[config.mk]
export PLATFORM = sky130hd
export DESIGN_NAME = sys_ctrl_burst
export DESIGN_NICKNAME = d
export VERILOG_FILES = /design/src/rtl/sys_ctrl_burst_pkg.sv /design/src/rtl/tx_byte_pusher.sv /design/src/rtl/sys_ctrl_burst.sv
export SDC_FILE = /design/constraint.sdc
export NUM_CORES = 1
export LEC_CHECK = 0
export ABC_AREA = 1
export CAP_MARGIN = 25
export CORE_ASPECT_RATIO = 0.7
export CORE_UTILIZATION = 30
export DETAILED_ROUTE_END_ITERATION = 16
export HOLD_SLACK_MARGIN = 0.12
export SYNTH_ARGS = -nofsm -noshare
export SYNTH_HDL_FRONTEND = slang
export SYNTH_SLANG_ARGS = --single-unit
export TNS_END_PERCENT = 50
[constraint.sdc]
create_clock -name CLK -period 2.1 [get_ports CLK]
set_input_delay 0.21 -clock CLK [delete_from_list [all_inputs] [get_ports CLK]]
set_output_delay 0.21 -clock CLK [all_outputs]
set_load 0.005 [all_outputs]
[src/rtl/sys_ctrl_burst_pkg.sv]
// Command opcodes and FSM state encoding shared by the system controller and its bench.
package sys_ctrl_pkg;

  localparam logic [7:0] CMD_RF_WR    = 8'hAA;
  localparam logic [7:0] CMD_RF_RD    = 8'hBB;
  localparam logic [7:0] CMD_ALU_OP   = 8'hCC;
  localparam logic [7:0] CMD_ALU_NOP  = 8'hDD;
  localparam logic [7:0] CMD_BURST_WR = 8'hEE;
  localparam logic [7:0] CMD_BURST_RD = 8'hFF;

  typedef enum logic [3:0] {
    IDLE     = 4'd0,
    GET_ADDR = 4'd1,
    GET_CNT  = 4'd2,
    GET_DATA = 4'd3,
    RF_WR    = 4'd4,
    RF_RD    = 4'd5,
    RD_WAIT  = 4'd6,
    GET_A    = 4'd7,
    GET_B    = 4'd8,
    GET_FUN  = 4'd9,
    ALU_RUN  = 4'd10,
    ALU_WAIT = 4'd11,
    TX_PUSH  = 4'd12
  } state_e;

endpackage

[src/rtl/tx_byte_pusher.sv]
// Serialises up to NBYTES loaded bytes (LS first) into the TX FIFO, one per cycle while not full.
// TX_DATA is stable while the FIFO is full; o_done fires with the last accepted byte.
module tx_byte_pusher #(
  parameter int D_WIDTH = 8,
  parameter int NBYTES  = 2,
  parameter int NB_W    = $clog2(NBYTES + 1)
) (
  input  logic                      i_clk,
  input  logic                      i_rst,
  input  logic                      i_load,
  input  logic [NBYTES*D_WIDTH-1:0] i_dat,
  input  logic [NB_W-1:0]           i_nbytes,
  input  logic                      i_full,
  output logic [D_WIDTH-1:0]        o_tx_dat,
  output logic                      o_tx_vld,
  output logic                      o_done
);

  logic [NBYTES*D_WIDTH-1:0] r_buf;
  logic [NB_W-1:0]           r_left;
  logic                      w_push;

  assign w_push   = (r_left != '0) && !i_full;
  assign o_tx_vld = w_push;
  assign o_tx_dat = r_buf[D_WIDTH-1:0];
  assign o_done   = w_push && (r_left == NB_W'(1));

  always_ff @(posedge i_clk) begin
    if (i_rst) begin
      r_buf  <= '0;
      r_left <= '0;
    end else if (i_load) begin
      r_buf  <= i_dat;
      r_left <= i_nbytes;
    end else if (w_push) begin
      r_buf  <= r_buf >> D_WIDTH;
      r_left <= r_left - NB_W'(1);
    end
  end

endmodule

[src/rtl/sys_ctrl_burst.sv]
// Byte-framed command decoder driving RF/ALU transactions and queueing response bytes.
// Single and burst transfers share one path: single commands run as bursts of length one.
module sys_ctrl_burst
  import sys_ctrl_pkg::*;
#(
  parameter int D_WIDTH    = 8,
  parameter int ADDR_WIDTH = 4,
  parameter int FUN_WIDTH  = 4,
  parameter int ALU_BYTES  = 2
) (
  input  logic                           CLK,
  input  logic                           RST,
  input  logic [D_WIDTH-1:0]             RX_DATA,
  input  logic                           RX_VLD,
  input  logic                           FIFO_FULL,
  output logic [D_WIDTH-1:0]             TX_DATA,
  output logic                           TX_VLD,
  output logic [ADDR_WIDTH-1:0]          RF_Address,
  output logic                           RF_WrEn,
  output logic [D_WIDTH-1:0]             RF_WrData,
  output logic                           RF_RdEn,
  input  logic [D_WIDTH-1:0]             RF_RdData,
  input  logic                           RF_RdData_VLD,
  output logic                           ALU_EN,
  output logic [FUN_WIDTH-1:0]           ALU_FUN,
  input  logic [ALU_BYTES*D_WIDTH-1:0]   ALU_OUT,
  input  logic                           ALU_OUT_VLD,
  output logic                           CLKG_EN,
  output logic                           CLKDIV_EN,
  output logic                           CMD_ERR
);

  localparam int AW_BITS = ALU_BYTES * D_WIDTH;
  localparam int NB_W    = $clog2(ALU_BYTES + 1);

  state_e                r_state, w_next;
  logic [D_WIDTH-1:0]    r_cmd, r_cnt, r_wdata;
  logic [ADDR_WIDTH-1:0] r_addr;
  logic [FUN_WIDTH-1:0]  r_fun;
  logic                  r_alu_en, r_clkg_tail, r_clkdiv_en;
  logic                  w_known, w_is_rd, w_is_burst, w_last, w_busy;
  logic                  w_load, w_push_done;
  logic [AW_BITS-1:0]    w_load_dat;
  logic [NB_W-1:0]       w_load_n;

  assign w_known = (RX_DATA == D_WIDTH'(CMD_RF_WR))    || (RX_DATA == D_WIDTH'(CMD_RF_RD))   ||
                   (RX_DATA == D_WIDTH'(CMD_ALU_OP))   || (RX_DATA == D_WIDTH'(CMD_ALU_NOP)) ||
                   (RX_DATA == D_WIDTH'(CMD_BURST_WR)) || (RX_DATA == D_WIDTH'(CMD_BURST_RD));
  assign w_is_rd    = (r_cmd == D_WIDTH'(CMD_RF_RD))    || (r_cmd == D_WIDTH'(CMD_BURST_RD));
  assign w_is_burst = (r_cmd == D_WIDTH'(CMD_BURST_WR)) || (r_cmd == D_WIDTH'(CMD_BURST_RD));
  assign w_last     = (r_cnt == D_WIDTH'(1));
  assign w_busy     = (r_state == RF_WR)   || (r_state == RF_RD)    || (r_state == RD_WAIT) ||
                      (r_state == ALU_RUN) || (r_state == ALU_WAIT) || (r_state == TX_PUSH);

  assign w_load     = ((r_state == RD_WAIT) && RF_RdData_VLD) || ((r_state == ALU_WAIT) && ALU_OUT_VLD);
  assign w_load_dat = (r_state == RD_WAIT) ? AW_BITS'(RF_RdData) : ALU_OUT;
  assign w_load_n   = (r_state == RD_WAIT) ? NB_W'(1) : NB_W'(ALU_BYTES);

  tx_byte_pusher #(.D_WIDTH(D_WIDTH), .NBYTES(ALU_BYTES), .NB_W(NB_W)) u_pusher (
    .i_clk    (CLK),
    .i_rst    (RST),
    .i_load   (w_load),
    .i_dat    (w_load_dat),
    .i_nbytes (w_load_n),
    .i_full   (FIFO_FULL),
    .o_tx_dat (TX_DATA),
    .o_tx_vld (TX_VLD),
    .o_done   (w_push_done)
  );

  always_comb begin
    w_next = r_state;
    case (r_state)
      IDLE: if (RX_VLD) begin
        if (RX_DATA == D_WIDTH'(CMD_ALU_OP))       w_next = GET_A;
        else if (RX_DATA == D_WIDTH'(CMD_ALU_NOP)) w_next = GET_FUN;
        else if (w_known)                          w_next = GET_ADDR;
      end
      GET_ADDR: if (RX_VLD) w_next = w_is_burst ? GET_CNT : (w_is_rd ? RF_RD : GET_DATA);
      GET_CNT:  if (RX_VLD) w_next = (RX_DATA == '0) ? IDLE : (w_is_rd ? RF_RD : GET_DATA);
      GET_DATA, GET_A, GET_B: if (RX_VLD) w_next = RF_WR;
      RF_WR: begin
        if (r_cmd == D_WIDTH'(CMD_ALU_OP)) w_next = w_last ? GET_FUN : GET_B;
        else                               w_next = w_last ? IDLE : GET_DATA;
      end
      RF_RD:    w_next = RD_WAIT;
      RD_WAIT:  if (RF_RdData_VLD) w_next = TX_PUSH;
      GET_FUN:  if (RX_VLD) w_next = ALU_RUN;
      ALU_RUN:  w_next = ALU_WAIT;
      ALU_WAIT: if (ALU_OUT_VLD) w_next = TX_PUSH;
      TX_PUSH:  if (w_push_done) w_next = (w_is_rd && !w_last) ? RF_RD : IDLE;
      default:  w_next = IDLE;
    endcase
  end

  always_comb begin
    RF_WrEn    = 1'b0;
    RF_RdEn    = 1'b0;
    RF_Address = '0;
    RF_WrData  = '0;
    ALU_FUN    = '0;
    CLKG_EN    = r_clkg_tail;
    ALU_EN     = r_alu_en;
    CLKDIV_EN  = r_clkdiv_en;
    CMD_ERR    = RX_VLD && (((r_state == IDLE) && !w_known) || w_busy);
    case (r_state)
      RF_WR: begin
        RF_WrEn    = 1'b1;
        RF_Address = r_addr;
        RF_WrData  = r_wdata;
      end
      RF_RD: begin
        RF_RdEn    = 1'b1;
        RF_Address = r_addr;
      end
      ALU_RUN, ALU_WAIT: begin
        ALU_FUN = r_fun;
        CLKG_EN = 1'b1;
      end
      default: ;
    endcase
  end

  always_ff @(posedge CLK) begin
    if (RST) begin
      r_state     <= IDLE;
      r_cmd       <= '0;
      r_cnt       <= '0;
      r_wdata     <= '0;
      r_addr      <= '0;
      r_fun       <= '0;
      r_alu_en    <= 1'b0;
      r_clkg_tail <= 1'b0;
      r_clkdiv_en <= 1'b0;
    end else begin
      r_state     <= w_next;
      r_alu_en    <= (r_state == ALU_RUN);
      r_clkg_tail <= (r_state == ALU_WAIT) && ALU_OUT_VLD;
      r_clkdiv_en <= 1'b1;
      case (r_state)
        IDLE: if (RX_VLD) begin
          // ALU operands go to RF[0] then RF[1], as a two-word write run
          r_cmd  <= RX_DATA;
          r_cnt  <= (RX_DATA == D_WIDTH'(CMD_ALU_OP)) ? D_WIDTH'(2) : D_WIDTH'(1);
          r_addr <= '0;
        end
        GET_ADDR: if (RX_VLD) r_addr <= RX_DATA[ADDR_WIDTH-1:0];
        GET_CNT:  if (RX_VLD) r_cnt <= RX_DATA;
        GET_DATA, GET_A, GET_B: if (RX_VLD) r_wdata <= RX_DATA;
        GET_FUN:  if (RX_VLD) r_fun <= RX_DATA[FUN_WIDTH-1:0];
        RF_WR: begin
          r_addr <= r_addr + ADDR_WIDTH'(1);
          r_cnt  <= r_cnt - D_WIDTH'(1);
        end
        TX_PUSH: if (w_push_done) begin
          r_addr <= r_addr + ADDR_WIDTH'(1);
          r_cnt  <= r_cnt - D_WIDTH'(1);
        end
        default: ;
      endcase
    end
  end

endmodule

Word-level counts from Yosys, hierarchy flattened
Index checks and enable logic that the tools add are counted.

Bits in registers: 57. Word-level logic and storage cells: 127. Output and inout port bits: 31.

Reductions and logical operators: 39. $add $sub $neg: 3. Multiplexer cells: 41. Equality and inequality tests: 33.

Operators with widths (count): equality test 8 bit, second input constant (10); 2-to-1 mux 4 bit (18); 2-to-1 mux 16 bit (3); case mux 4 bit (11 select lines) (1); 2-to-1 mux 8 bit (4); case mux 8 bit (4 select lines) (1); equality test 4 bit, second input constant (5); equality test 4 x 3 -> 1 bit, second input constant (4); case mux 4 bit (4 select lines) (1); logical OR 1 bit (14); inequality test 2 bit, second input constant (7); 2-to-1 mux 2 bit (5); 2-to-1 mux 3 bit (3); AND reduction 9 bit (1); equality test 4 x 2 -> 1 bit, second input constant (2); equality test 8 x 1 -> 1 bit, second input constant (1); logical NOT 8 bit (1); AND reduction 4 bit (2); nonzero test 4 bit (2); subtractor 8 x 1 -> 8 bit, second input constant (1); logical AND 1 bit (7); AND reduction 2 bit (3); 2-to-1 mux 1 bit (5); adder 4 x 1 -> 4 bit, second input constant (1); other kinds (10) (14).

Longest topological paths before layout
Depth after elaboration: 11. Gate-level depth with buffers: 13. Depth with buffers taken out: 13.

Modules after synthesis
A second synthesis with hierarchy kept.

Cells, all modules: 591. Area total of the unflattened synthesis: 3626.0 sq um.

Modules (own cells, without submodules): sys_ctrl_burst (times used 1, area an instance 2653.8 sq um, cells an instance 444); tx_byte_pusher (times used 1, area an instance 972.2 sq um, cells an instance 147).

Worst setup path before layout
No wires, ideal clock.

Path kind: register to register. From: register u_pusher.r_left[0]. To: register r_state[2]. Data required time: 2.029 ns. Arrival: 1.523 ns. Stages on the path, launching flop included: 12. Library setup time: 0.071 ns. Setup slack: 0.506 ns. Path through: dfxtp_1 > inv_1 > ha_1 > inv_1 > nand2_1 > nor2_1 > nor2_1 > nor2_2 > nand3_1 > nor2_2 > nand2_1 > a21oi_1.

Longest elaborated chain between the ends: 5.

Ends and longest elaborated chain: start, declared (RTL line tx_byte_pusher.sv:20) `logic [NB_W-1:0] r_left;`; start signal, assigned (RTL line tx_byte_pusher.sv:34) `r_left <= i_nbytes;`; start signal, assigned (RTL line tx_byte_pusher.sv:37) `r_left <= r_left - NB_W'(1);`; nonzero test 2 bit (RTL line tx_byte_pusher.sv:23) `assign w_push = (r_left != '0) && !i_full;`; logical AND 1 bit (RTL line tx_byte_pusher.sv:23); logical AND 1 bit (*) (RTL line tx_byte_pusher.sv:26) `assign o_done = w_push && (r_left == NB_W'(1));`; inequality test 2 x 1 -> 1 bit (no source line) (*); AND reduction 9 bit (no source line) (*); end signal, assigned (RTL line sys_ctrl_burst.sv:136) `r_state <= w_next;`; end, declared (RTL line sys_ctrl_burst.sv:36) `state_e r_state, w_next;`.

Mark *: on every way between the ends. The rest lies on a longest branch, timed or not. A chain may end at the register's enable or synchronous reset.

Final worst setup path
From: register r_state[3]. To: output port RF_Address[3].

Longest elaborated chain between the ends: 3.

Ends and longest elaborated chain: equality test 4 x 3 -> 1 bit (RTL line sys_ctrl_burst.sv:106) `case (r_state)`; OR reduction 2 bit (no source line) (*); 2-to-1 mux 4 bit (*) (RTL line sys_ctrl_burst.sv:106); end, declared (RTL line sys_ctrl_burst.sv:18) `output logic [ADDR_WIDTH-1:0] RF_Address,`.

Marks and branches as above.

==> metrics.txt <==
outcome finished, final reports clean; CP max stage cell clkdlybuf4s50_1; delay-heaviest family, CP buffers and inverters; I/O pin count 69; H-tree Lvls 3; top-count cell post-synth nand2_1; first-pass GRT wire length between 15000 and 20000 µm; Ant. Diodes 0; Post-synth top flop dfxtp_1; simple-gate share of the synthesized area roughly a third; post-route ant nets 0; min-delay src ALU_OUT[12]; Post-synth EDFFs 0; Starting Density 31.5%; first-pass iteration count of the detailed router 5; clock slew at reported path FFs roughly 0.05 ns; PD cells around 670 nW/µm²; Clock Sink Count 57; Syn Area/Cell 6.51 µm²; met3 Track Usage GR between 4 and 5%; via count 3474; CTS Buf Count 9; crit path kind flip-flop to output pin; CTS Hold Bufs 0; total grt overflow 0; worst hold path depth 3; Async S/R FF share, synth 0%; DR vias/cell 4.67; drc violations 0; flop-to-flop setup slack roughly 0.25 ns; syn nets 555; Multi-input gate area 1800 µm²; Commonest cells post-synth nand2_1, nor2_1, dfxtp_1; Synth Instances 511; # port buffers between 60 and 70; post-DP HPWL between 7000 and 8000 µm; final core occ a little over two fifths; hold path endpoint u_pusher.r_buf[12]; CP Capture Type output pin; Die Ht roughly 90 µm; gpl congestion just over 0.9; GR Util met1 between 20% and 30%; GRT Total Usage between 10% and 20%; maximum clock rate approximately 480 MHz; synth warn 0; core area approximately 11000 µm²; row cnt 31; LEAKAGE 1.90 nW; Adder-Cell Fraction of Synth Area under 10%; top cells by area, synth dfxtp_1, nand2_1, a21oi_1; initial antenna violation count 0; synth unique cells 37; reg2reg path depth 13; clk root buf clkbuf_16; largest net degree at the start of global routing 29; clk_lat worst skew between 0.3 and 0.4 ns; CP max FO 5; CP peak stage delay approximately 0.5 ns; FILL cells around 1.1k; Hold Fails Final Rpt 0; Startpoint Class flip-flop; RR Endpoint r_state[0]; post-synthesis mux area share 0%; sequential-to-total area share from yosys stat about a third; drt initial violations roughly 220; post-synthesis compound-gate area fraction a little under a fifth; Critical path buffers and inverters 3; Worst-Margin Slew roughly 0.6 ns; Sequential cell area 1150 µm²; Die ar. 11500 µm²; chip width between 100 and 150 µm; Final Net Count about 640; # setup viols final 0; Hold WC Path Type input port to flip-flop; #FFs+latches synth between 50 and 60; area growth from synthesis to layout 38.3%; global route hottest layer met2; Max VDD drop roughly 0.36 mV; fin crit share between 90% and 100%; RR Startpoint r_cnt[1]; crit path cell chain inv_2 -> nand2_1 -> nor2_2 -> inv_1 -> nor2_1 -> clkdlybuf4s50_1; WP data required approximately 1.9 ns; share of cells above drive strength 1 between 10% and 20%; Yosys top cell area share 34.3%; wirelength, routed between 9000 and 10000 µm; DR WL/cell roughly 13 µm; Clock Skew about 0.0090 ns; Synth Cell Area between 3000 and 4000 µm²; grt met2 use between 20% and 30%; unrepaired setup endpoints after global routing yes; minimum clock period about 2.1 ns; final setup TNS 0 ns; Post-Synth XOR/XNOR Area less than 1%; CTS tree yes; critical path arrival around 1.9 ns; Max Slew Vio Count 0; cell taking the most area after synthesis dfxtp_1; max cap viols 0; Longest Clk Path Bufs 2; largest family of logic cells by synthesized area simple AND/OR/NAND/NOR gates; vias in the first global route 3248; Worst slew margin approximately three fifths
[sequential cells by signal (all words and copies together) (netlist names)]
signal / flops
r_state: 4
r_fun: 4
CLKDIV_EN: 1
ALU_EN: 1
r_cmd: 8
r_wdata: 8
r_cnt: 8
r_clkg_tail: 1
u_pusher.r_left: 2
u_pusher.r_buf: 16
r_addr: 4
[through the flow]
stage	hold slack [ns]	area (µm²)	power, mW	worst slack (ns)	instances
CTS	0.435	4560	3.13	-0.00437	743
finish	0.442	4600	3.10	0.0137	744
floorplan	0.279	3320	1.28	0.506	511
global route	0.442	4600	3.22	-0.0940	744
detailed placement	0.447	4200	1.43	-0.0770	726
global placement	0.439	4200	1.42	-0.0326	726
[metal layers]
metal / wire length (µm) / share of wire (%)
met1: 4950 / 51
met2: 4100 / 42
met5: 0 / 0
met4: 127 / 1.3
met3: 621 / 6.3
[area by class of cell]
| cell class | instances | share of cell area (%) |
|---|---|---|
| multi-input combinational | 365 | 39.2 |
| sequential | 57 | 25.0 |
| timing repair buffer | 90 | 18.6 |
| inverter | 68 | 5.66 |
| clock buffer | 11 | 5.28 |
| tap | 148 | 4.03 |
| clock inverter | 5 | 2.23 |
[cells in the final DEF, fill, tap and decap left out, types with 3 or more instances in the layout]
master           Yosys  layout
ha_1                 6       6
a21oi_1             56      56
nand3_1             36      36
inv_2               10       9
dfxtp_1             57      54
nand3b_1             3       3
clkbuf_16            0       9
clkdlybuf4s50_1      0      62
nor3_1               4       4
nor2_1              68      65
o21ai_0             28      28
nor2_2               3       4
o22ai_1              3       3
bufinv_16            0       3
o21ai_2              3       3
nand4_1              3       3
nand2_2              5       5
buf_4               10      22
inv_1               55      55
dlymetal6s2s_1       0       5
nor2_4               4       6
o21ai_1             19      19
nand2_1            109     109
[tightest hold or removal path: stages]
cell and delay [ns]:
clkdlybuf4s50_1 0.39, nand2_1 0.06, a21oi_1 0.06
[timing repair]
action                                  in CTS  in global routing
gates resized for setup                      7                  9
endpoints found under the setup margin      19                 16
pin swaps                                    1                  1
buffers inserted                             1                  1
gates cloned                                 0                  0
[report_power, final]
| part | switching, mW | total [mW] | internal (mW) |
|---|---|---|---|
| combinational | 0.147 | 0.281 | 0.134 |
| clock | 0.509 | 1.70 | 1.19 |
| sequential | 0.0177 | 1.12 | 1.11 |
| total | 0.674 | 3.10 | 2.43 |
[how the worst max path moves through the flow]
| stage | start | to | slack, ns | cells past startpoint |
|---|---|---|---|---|
| after floorplan | u_pusher.r_left[0] | r_state[2] | 0.51 | 11 |
| after global placement | RX_DATA[2] | CMD_ERR | -0.03 | 7 |
| after detailed placement | RX_DATA[2] | CMD_ERR | -0.08 | 7 |
| after CTS | r_state[2] | RF_Address[3] | -0.004 | 5 |
| after global routing | r_state[3] | RF_Address[3] | -0.09 | 6 |
| final | r_state[3] | RF_Address[3] | 0.01 | 6 |
[cells by family after synthesis]
kind of cell | count (synthesis)
AOI/OAI and AO/OA | 117
xor gates and xnor gates | 2
adders and majority gates | 6
buffers and inverters | 89
DFF | 57
and+or+nand+nor | 240
(Power assumes the default switching activity.)
